File: src/rtl/regfile_sequencer.sv
// Instruction sequencer for the 8x10 register file and ALU; all state and outputs update on the falling CLKb edge.
// Optional SWAP opcode (0110) is compiled in with `define REGSEQ_SWAP_EN.
module regfile_sequencer #(
    parameter int OPW = 4,
    parameter int RAW = 3,
    parameter int IW  = 10
) (
    input  logic           CLKb,
    input  logic           RST,
    input  logic           EXECUTE,
    input  logic [IW-1:0]  INSTR,
    output logic           ENW,
    output logic [RAW-1:0] WRA,
    output logic           ENR0,
    output logic [RAW-1:0] RDA0,
    output logic           ENR1,
    output logic [RAW-1:0] RDA1,
    output logic [2:0]     ALU_OP,
    output logic           ALU_LDG,
    output logic [1:0]     DSEL,
    output logic           BUSY,
    output logic           DONE,
    output logic           ERR,
    output logic [2:0]     STATE_DBG
);

    localparam logic [OPW-1:0] OP_LOAD = OPW'(0);
    localparam logic [OPW-1:0] OP_MOV  = OPW'(1);
    localparam logic [OPW-1:0] OP_ADD  = OPW'(2);
    localparam logic [OPW-1:0] OP_SUB  = OPW'(3);
    localparam logic [OPW-1:0] OP_XOR  = OPW'(4);
    localparam logic [OPW-1:0] OP_NOT  = OPW'(5);
    localparam logic [OPW-1:0] OP_SWAP = OPW'(6);

    typedef enum logic [2:0] {
        S_IDLE,
        S_DECODE,
        S_RD,
        S_EX,
        S_WB,
        S_WB2,
        S_DONE
    } state_t;

    typedef struct packed {
        logic           busy;
        logic           done;
        logic           err;
        logic           enw;
        logic [RAW-1:0] wra;
        logic           enr0;
        logic [RAW-1:0] rda0;
        logic           enr1;
        logic [RAW-1:0] rda1;
        logic [2:0]     alu_op;
        logic           ldg;
        logic [1:0]     dsel;
    } outs_t;

    state_t         state_q, state_d;
    logic [IW-1:0]  ir_q, ir_d;
    outs_t          out_q;

    function automatic logic op_legal(input logic [OPW-1:0] op);
`ifdef REGSEQ_SWAP_EN
        return op <= OP_SWAP;
`else
        return op <= OP_NOT;
`endif
    endfunction

    // Moore decode; evaluated on the next state so the outputs leave the flops already settled.
    function automatic outs_t decode(input state_t s, input logic [IW-1:0] ir);
        outs_t          o;
        logic [OPW-1:0] op;
        logic [RAW-1:0] rx;
        logic [RAW-1:0] ry;
        logic           reads;
        logic           dual;
        o     = '0;
        op    = ir[IW-1 -: OPW];
        rx    = ir[2*RAW-1 -: RAW];
        ry    = ir[RAW-1:0];
        reads = ((s == S_RD) || (s == S_EX) || (s == S_WB)) && (op != OP_LOAD);
        dual  = (op == OP_ADD) || (op == OP_SUB) || (op == OP_XOR) || (op == OP_SWAP);
        o.busy = (s != S_IDLE);
        if (reads) begin
            o.enr0 = 1'b1;
            o.rda0 = (op == OP_MOV) ? ry : rx;
            o.enr1 = dual;
            o.rda1 = dual ? ry : '0;
        end
        if (s == S_EX) begin
            o.ldg = 1'b1;
            case (op)
                OP_ADD:  o.alu_op = 3'b000;
                OP_SUB:  o.alu_op = 3'b001;
                OP_XOR:  o.alu_op = 3'b010;
                OP_NOT:  o.alu_op = 3'b011;
                OP_SWAP: o.alu_op = 3'b100;
                default: o.alu_op = 3'b000;
            endcase
        end
        if (s == S_WB) begin
            o.enw = 1'b1;
            o.wra = rx;
            case (op)
                OP_LOAD: o.dsel = 2'b00;
                OP_MOV:  o.dsel = 2'b01;
                OP_SWAP: o.dsel = 2'b11;
                default: o.dsel = 2'b10;
            endcase
        end
`ifdef REGSEQ_SWAP_EN
        // Second write of SWAP: old Rx (held in G) into Ry.
        if (s == S_WB2) begin
            o.enw  = 1'b1;
            o.wra  = ry;
            o.dsel = 2'b10;
        end
`endif
        if (s == S_DONE) begin
            o.done = 1'b1;
            o.err  = ~op_legal(op);
        end
        return o;
    endfunction

    always_comb begin
        state_d = state_q;
        ir_d    = ir_q;
        case (state_q)
            S_IDLE: begin
                if (EXECUTE) begin
                    ir_d    = INSTR;
                    state_d = S_DECODE;
                end
            end
            S_DECODE: begin
                if (!op_legal(ir_q[IW-1 -: OPW])) begin
                    state_d = S_DONE;
                end else if (ir_q[IW-1 -: OPW] == OP_LOAD) begin
                    state_d = S_WB;
                end else begin
                    state_d = S_RD;
                end
            end
            S_RD:   state_d = (ir_q[IW-1 -: OPW] == OP_MOV) ? S_WB : S_EX;
            S_EX:   state_d = S_WB;
`ifdef REGSEQ_SWAP_EN
            S_WB:   state_d = (ir_q[IW-1 -: OPW] == OP_SWAP) ? S_WB2 : S_DONE;
            S_WB2:  state_d = S_DONE;
`else
            S_WB:   state_d = S_DONE;
`endif
            S_DONE: state_d = S_IDLE;
            default: state_d = S_IDLE;
        endcase
    end

    always_ff @(negedge CLKb or posedge RST) begin
        if (RST) begin
            state_q <= S_IDLE;
            ir_q    <= '0;
            out_q   <= '0;
        end else begin
            state_q <= state_d;
            ir_q    <= ir_d;
            out_q   <= decode(state_d, ir_d);
        end
    end

    assign ENW       = out_q.enw;
    assign WRA       = out_q.wra;
    assign ENR0      = out_q.enr0;
    assign RDA0      = out_q.rda0;
    assign ENR1      = out_q.enr1;
    assign RDA1      = out_q.rda1;
    assign ALU_OP    = out_q.alu_op;
    assign ALU_LDG   = out_q.ldg;
    assign DSEL      = out_q.dsel;
    assign BUSY      = out_q.busy;
    assign DONE      = out_q.done;
    assign ERR       = out_q.err;
    assign STATE_DBG = state_q;

endmodule

File: config.mk
export PLATFORM = sky130hd
export DESIGN_NAME = regfile_sequencer
export DESIGN_NICKNAME = d
export VERILOG_FILES = /design/src/rtl/regfile_sequencer.sv
export SDC_FILE = /design/constraint.sdc
export NUM_CORES = 1
export LEC_CHECK = 0
export ABC_AREA = 1
export CAP_MARGIN = 25
export CORE_ASPECT_RATIO = 0.9
export CORE_MARGIN = 4
export CORE_UTILIZATION = 52
export CTS_CLUSTER_DIAMETER = 40
export DETAILED_ROUTE_END_ITERATION = 12
export GPL_TIMING_DRIVEN = 0
export PLACE_DENSITY = 0.83
export SYNTH_ARGS = -nofsm -noshare
export SYNTH_HDL_FRONTEND = slang
export SYNTH_SLANG_ARGS = --single-unit
File: constraint.sdc
create_clock -name CLKb -period 4.3 [get_ports CLKb]
set_input_delay 0.43 -clock CLKb [delete_from_list [all_inputs] [get_ports CLKb]]
set_output_delay 0.43 -clock CLKb [all_outputs]
set_load 0.01 [all_outputs]
# Yosys cells after proc, flatten, opt, wreduce, memory -nomap -nowiden
# Index checks and enable logic that the tools add are counted.
[op_classes]
n_addsub = 0
multipliers = 0
div_mod_pow = 0
n_lt_le_gt_ge = 2
eq_ne = 15
shifts = 0
muxes = 16
bitwise = 1
reduce_logical = 11
[ops]
columns = ["op", "count"]
rows = [
  ["10-bit two-way mux", 2],
  ["3-bit two-way mux", 6],
  ["3-bit case mux with 5 select lines", 1],
  ["3-bit by 2-bit equality test with 1-bit output (second input constant)", 4],
  ["4-bit by 3-bit equality test with 1-bit output (second input constant)", 3],
  ["3-bit case mux with 4 select lines", 1],
  ["3-bit equality test (second input constant)", 3],
  ["4-bit by 1-bit equality test with 1-bit output (second input constant)", 2],
  ["4-bit by 2-bit equality test with 1-bit output (second input constant)", 2],
  ["4-bit by 3-bit less-or-equal comparator with 1-bit output (second input constant)", 2],
  ["4-bit logical NOT", 2],
  ["4-bit two-way mux", 2],
  ["8-bit two-way mux", 1],
  ["2-bit case mux with 3 select lines", 1],
  ["1-bit logical OR", 5],
  ["2-bit two-way mux", 2],
  ["4-bit nonzero test", 1],
  ["3-bit by 1-bit equality test with 1-bit output (second input constant)", 1],
  ["3-bit logical NOT", 1],
  ["3-bit nonzero test", 1],
  ["1-bit logical AND", 1],
  ["1-bit NOT", 1],
]
[word_totals]
register_bits = 34
latch_bits = 0
ram_bits = 0
rom_bits = 0
inputBits = 13
wordCells = 59
memories = 0

# Logic depth before layout (Yosys ltp)
# Gate-level depths: netlist (run 1).
[depth]
ltp_word = 9
ltp_mapped = 11

==> results of run 1 <==
placed cells by master, fill, tap and decap left out:
cell	synthesis	layout
nor2_2	10	10
buf_2	1	1
dfrtn_1	34	34
nand3_1	12	12
nor2_8	1	1
inv_2	3	3
nand2_1	30	30
inv_4	1	1
clkdlybuf4s50_1	0	36
inv_1	22	22
o21ai_2	1	1
buf_16	0	1
nor2_1	9	9
nor4_1	1	1
o21ai_0	7	7
nand3_2	1	1
nand2_2	8	8
clkbuf_8	0	1
nand2_4	8	8
nor2_4	5	5
clkbuf_4	0	5
nor3_1	1	1
a21oi_1	5	5
nand3b_1	1	1
routing by layer:
layer	global-route usage, %	share of wire [%]	vias up	routed length, µm
met5	0	0	-	0
met2	28.0	50	22	1410
li1	-	-	578	-
met3	5.12	4.9	7	139
met4	7.10	1.5	0	44
met1	21.5	44	507	1250
sequential cells by signal, indices dropped and copies added (netlist names):
register	cells
ir_q	10
ALU_OP	3
RDA0	3
RDA1	3
STATE_DBG	3
WRA	3
DSEL	2
ALU_LDG	1
BUSY	1
DONE	1
ENR0	1
ENR1	1
ENW	1
ERR	1
layout make-up:
class	instances	area, µm²
sequential	34	851
fill	209	764
multi-input combinational	100	583
timing repair buffer	37	388
inverter	26	100
clock buffer	6	51.3
tap	40	50.0
buffer	1	5.00
power groups by stage:
stage	Sequential, mW	Clock (mW)	Combinational, mW
floorplan	0.546	0	0.579
global placement	0.514	0	0.845
detailed placement	0.521	0	0.872
CTS	0.514	0.169	0.877
global route	0.528	0.185	0.966
finish	0.514	0.166	0.867
worst max-delay path by stage:
stage                      start            to  slack [ps]
floorplan                EXECUTE          ENR1         690
global placement         EXECUTE       RDA0[2]         120
detailed placement       EXECUTE       RDA0[0]          90
CTS                 STATE_DBG[0]  STATE_DBG[0]         240
global route        STATE_DBG[0]  STATE_DBG[0]         200
finish              STATE_DBG[1]  STATE_DBG[1]         260
worst min-delay path: stages (launching register included):
cell and delay [ps]:
dfrtn_1 380, nand3_1 130, nand2_4 90, inv_1 60
cells in the mapped netlist (all sizes together):
library cell	instances	area (µm²)
a21oi	5	25.0
buf	1	5.00
dfrtn	34	851
inv	26	100
nand2	46	253
nand3	13	70.1
nand3b	1	7.51
nor2	25	173
nor3	1	5.00
nor4	1	6.26
o21ai	8	43.8
logic make-up after synthesis:
group	Yosys count	share of synthesized area (%)
buf+inv	27	6.83
simple gates	87	33.4
flops	34	55.3
compound gates	13	4.47
stage by stage:
stage	instances	setup WS (ps)	hold slack [ps]	total power, mW
4_1_cts	244	243	572	1.56
6_report	244	258	577	1.55
3_5_place_dp	238	94.1	561	1.39
2_1_floorplan	161	687	521	1.13
3_3_place_gp	237	119	561	1.36
5_1_grt	244	202	607	1.68
==> metrics, run 1 <==
status completed; CP Buf/Inv Count 1; Clock Skews 6.71 ps; Hold Path Depth 3; worst endpoint required time 3870 ps; critical path endpoint category output port; Slew @ Worst Pin between 600 and 700 ps; I/O pin count 37; fin util between 70 and 80%; antenna viol nets, final 0; placed wire-length estimate between 2000 and 2500 µm; Hold Fails Final Rpt 0; worst skew pair latency approximately 320 ps; total die area between 3000 and 4000 µm²; crit-path max FO 6; Core ar. ~2800 µm²; Crit path arrival time roughly 3600 ps; Sw Ratio between 40 and 50%; Power Density roughly 760 nW/µm²; clock buffer depth 2; Largest delay share family, worst path buffers and inverters; overall routing resource usage between 10% and 20%; worst slew margin relative to its limit between 50% and 60%; drt drc 0; Port Buf Inserts 36; # H-tree levels 2; Hold Crit Class flip-flop to flip-flop; WL/cell ~12 µm; Area growth syn-to-layout 31.8%; CTS Sinks 34; Slowest cell on crit path clkdlybuf4s50_1; critical path depth 1; r2r setup slk between 2000 and 3000 ps; CP startpoint kind flip-flop; Syn Std Cell Area around 1500 µm²; CTS tree built; Setup TNS 0 ps; Hold Path End ALU_LDG; Root Buffer clkbuf_4; Initial DRC Count 52; RR Startpoint STATE_DBG[0]; Syn Inst Count roughly 160; nets around 220; Design Area, Final a little over 2000 µm²; synth warn 0; syn nets 174; GRT Residual Overflow 0; count of cell types in the netlist 20; Pleak roughly 1 nW; DR vias approximately 1100; Reg2Reg Depth 8; RSZ-0062 raised after global routing no; Setup CP Type flip-flop to output port; initial core utilization a little under three fifths; Slew Viols, Final 0; Clk pin slew, worst setup/hold paths roughly 60 ps; crit-path max cell delay ~590 ps; global-route wire length before repair 4970 µm; antenna violations before repair 0; setup violators final 0; largest net degree at the start of global routing 21; vias in the first global route ~1100; layout cells sized above 1 between 20% and 30%; worst reg2reg path endpoint RDA0[2]; CP Cell Sequence clkdlybuf4s50_1; row cnt 18; Clock power frac between 10% and 20%; P_sw just under 0.7 mW; post_cts resized 0; Comb power frac between 50% and 60%; max-cap viol count 0; Die H about 60 µm; hold_buf cts 0; Post-CTS Setup Bufs 0; Die X-Extent between 60 and 70 µm; 1st-pass router iterations 4; Flop pwr share about a third; syn avg cell area approximately 9.6 µm²; Worst IR Drop VDD 410 µV; via-per-instance ratio about 4.6; GPL Wtd Cong between 0.7 and 0.8; Routed WL 2850 µm; Area after DPL slightly below 2000 µm²; ant diodes 0; CTS Buf Count 5; sequential fraction of the synthesis area a little under three fifths; internal power ~0.85 mW; HP Start ir_q[6]; Yosys reg bits 34
No activity file was read; power rests on OpenSTA's default activity.
==> run 2: changes to the inputs <==
--- a/config.mk
+++ b/config.mk
@@ -9,11 +9,11 @@
 export CAP_MARGIN = 25
 export CORE_ASPECT_RATIO = 0.9
 export CORE_MARGIN = 4
-export CORE_UTILIZATION = 52
+export CORE_UTILIZATION = 44
 export CTS_CLUSTER_DIAMETER = 40
 export DETAILED_ROUTE_END_ITERATION = 12
 export GPL_TIMING_DRIVEN = 0
-export PLACE_DENSITY = 0.83
+export PLACE_DENSITY = 0.75
 export SYNTH_ARGS = -nofsm -noshare
 export SYNTH_HDL_FRONTEND = slang
 export SYNTH_SLANG_ARGS = --single-unit
==> constraint.sdc (replaced) <==
create_clock -name CLKb -period 3.3 [get_ports CLKb]
set_input_delay 0.33 -clock CLKb [delete_from_list [all_inputs] [get_ports CLKb]]
set_output_delay 0.33 -clock CLKb [all_outputs]
set_load 0.01 [all_outputs]
==> metrics, run 2 (same netlist as run 1, synthesis figures left out) <==
CP Buf/Inv Count 1; RR Startpoint STATE_DBG[0]; Clock Skews about 3.6 ps; placed wire-length estimate between 2000 and 2500 µm; setup ws final 34.6 ps; Slew Viols, Final 0; Area growth syn-to-layout 48.2%; CTS tree built; via-per-instance ratio 4.78; Hold Crit Class flip-flop to flip-flop; Slowest cell on crit path clkdlybuf4s50_1; worst skew pair latency just under 300 ps; worst endpoint required time about 3000 ps; CTS Sinks 34; Sw Ratio between 40% and 50%; most frequent cells in the layout clkdlybuf4s50_1, dfrtn_1, nand2_1, inv_1; hold_buf cts 0; setup violators final 0; row cnt 20; crit path from STATE_DBG[0]; Clock power frac around 13%; WL/cell ~14 µm; CP Cell Sequence clkdlybuf4s50_1; Crit path arrival time roughly 2900 ps; max reg flops 10; internal power approximately 1.4 mW; worst slew margin relative to its limit 53.8%; Fillers 252; Clk pin slew, worst setup/hold paths 50 ps; DR vias ~1300; crit-path max FO 2; Worst IR Drop VDD approximately 390 µV; CP startpoint kind flip-flop; ant diodes 0; HP Start ir_q[5]; status completed; CTS Buf Count 5; drt drc 0; layout cells sized above 1 29.5%; # H-tree levels 2; crit-path max cell delay 550 ps; Place WS -312 ps; global-route wire length before repair between 5000 and 6000 µm; initial core utilization 45.6%; Flop pwr share a little over a quarter; Die H around 64 µm; Initial DRC Count 71; Largest delay share family, worst path buffers and inverters; overall routing resource usage roughly 16%; nets approximately 230; Slew @ Worst Pin just under 700 ps; critical path endpoint category output port; RSZ-0062 raised after global routing no; clock buffer depth 2; max-cap viol count 0; I/O pin count 37; GPL Wtd Cong 0.793; Pleak about 1.1 nW; Top reg by flops ir_q; Port Buf Inserts 36; largest net degree at the start of global routing 20; 1st-pass router iterations 5; antenna violations before repair 0; P_sw 1.07 mW; Root Buffer clkbuf_8; Hold Fails Final Rpt 0; Core ar. 3380 µm²; Power Density approximately 1100 nW/µm²; GRT Residual Overflow 0; Routed WL roughly 3700 µm; most common cell after layout, fill and taps aside clkdlybuf4s50_1; vias in the first global route ~1200; Die X-Extent 70.3 µm; Fin Hold WS ~530 ps; antenna viol nets, final 0; total die area 4510 µm²; Comb power frac between 60% and 70%; Setup CP Type flip-flop to output port
-- run 2: area by class of cell --
class,count,area (µm²),share of cell area (%)
flip-flops and latches,34,851,37.3
inverters,26,103,4.50
repair buffers,51,533,23.4
plain buffers,1,7.51,0.329
clock buffers,7,86.3,3.78
well taps,44,55.1,2.41
multi-input cells,100,641,28.1
clock inverters,1,5.00,0.219
-- run 2: power by group through the flow --
stage / combinational (mW) / clock [mW] / sequential (mW)
global placement: 1.10 / 0 / 0.669
floorplan: 0.755 / 0 / 0.712
CTS: 1.22 / 0.311 / 0.646
global route: 1.62 / 0.334 / 0.669
finish: 1.48 / 0.306 / 0.653
detailed placement: 1.15 / 0 / 0.675
-- run 2: per-stage QoR --
stage               util (%)  instance area (µm²)  std cells  setup TNS [ps]  total power [mW]
floorplan                  -                 1540        161               0              1.47
global placement        57.9                 1950        241           -3510              1.77
detailed placement      58.7                 1980        242           -3890              1.82
CTS                     62.6                 2120        254               0              2.18
global route            67.5                 2280        264               0              2.63
finish                  67.5                 2280        264               0              2.44
-- run 2: worst paths after layout --
path / to / slack [ps] / cells past startpoint
worst max-delay path: STATE_DBG[0] / 30 / 1
worst min-delay path: ir_q[5] / 530 / 4
worst max register to register: RDA0[2] / 1520 / 11
worst min register to register: ir_q[5] / 530 / 4
max in group asynchronous: STATE_DBG[2] / 760 / 3
min in group asynchronous: ENR0 / 1980 / 2
-- run 2: repair_timing --
action                     4_1_cts  5_1_grt
setup endpoints to repair       11        9
resized for setup                1       19
pin swaps                        1        6
gates cloned                     0        0
setup buffers                    4       10
-- run 2: metal layers --
metal,routed length [µm],vias up,global-route usage [%],part of all wire (%)
li1,-,607,-,-
met3,212,18,4.72,5.7
met5,0,-,0,0
met2,1910,46,26.4,52
met1,1390,592,17.8,38
met4,178,0,8.37,4.8
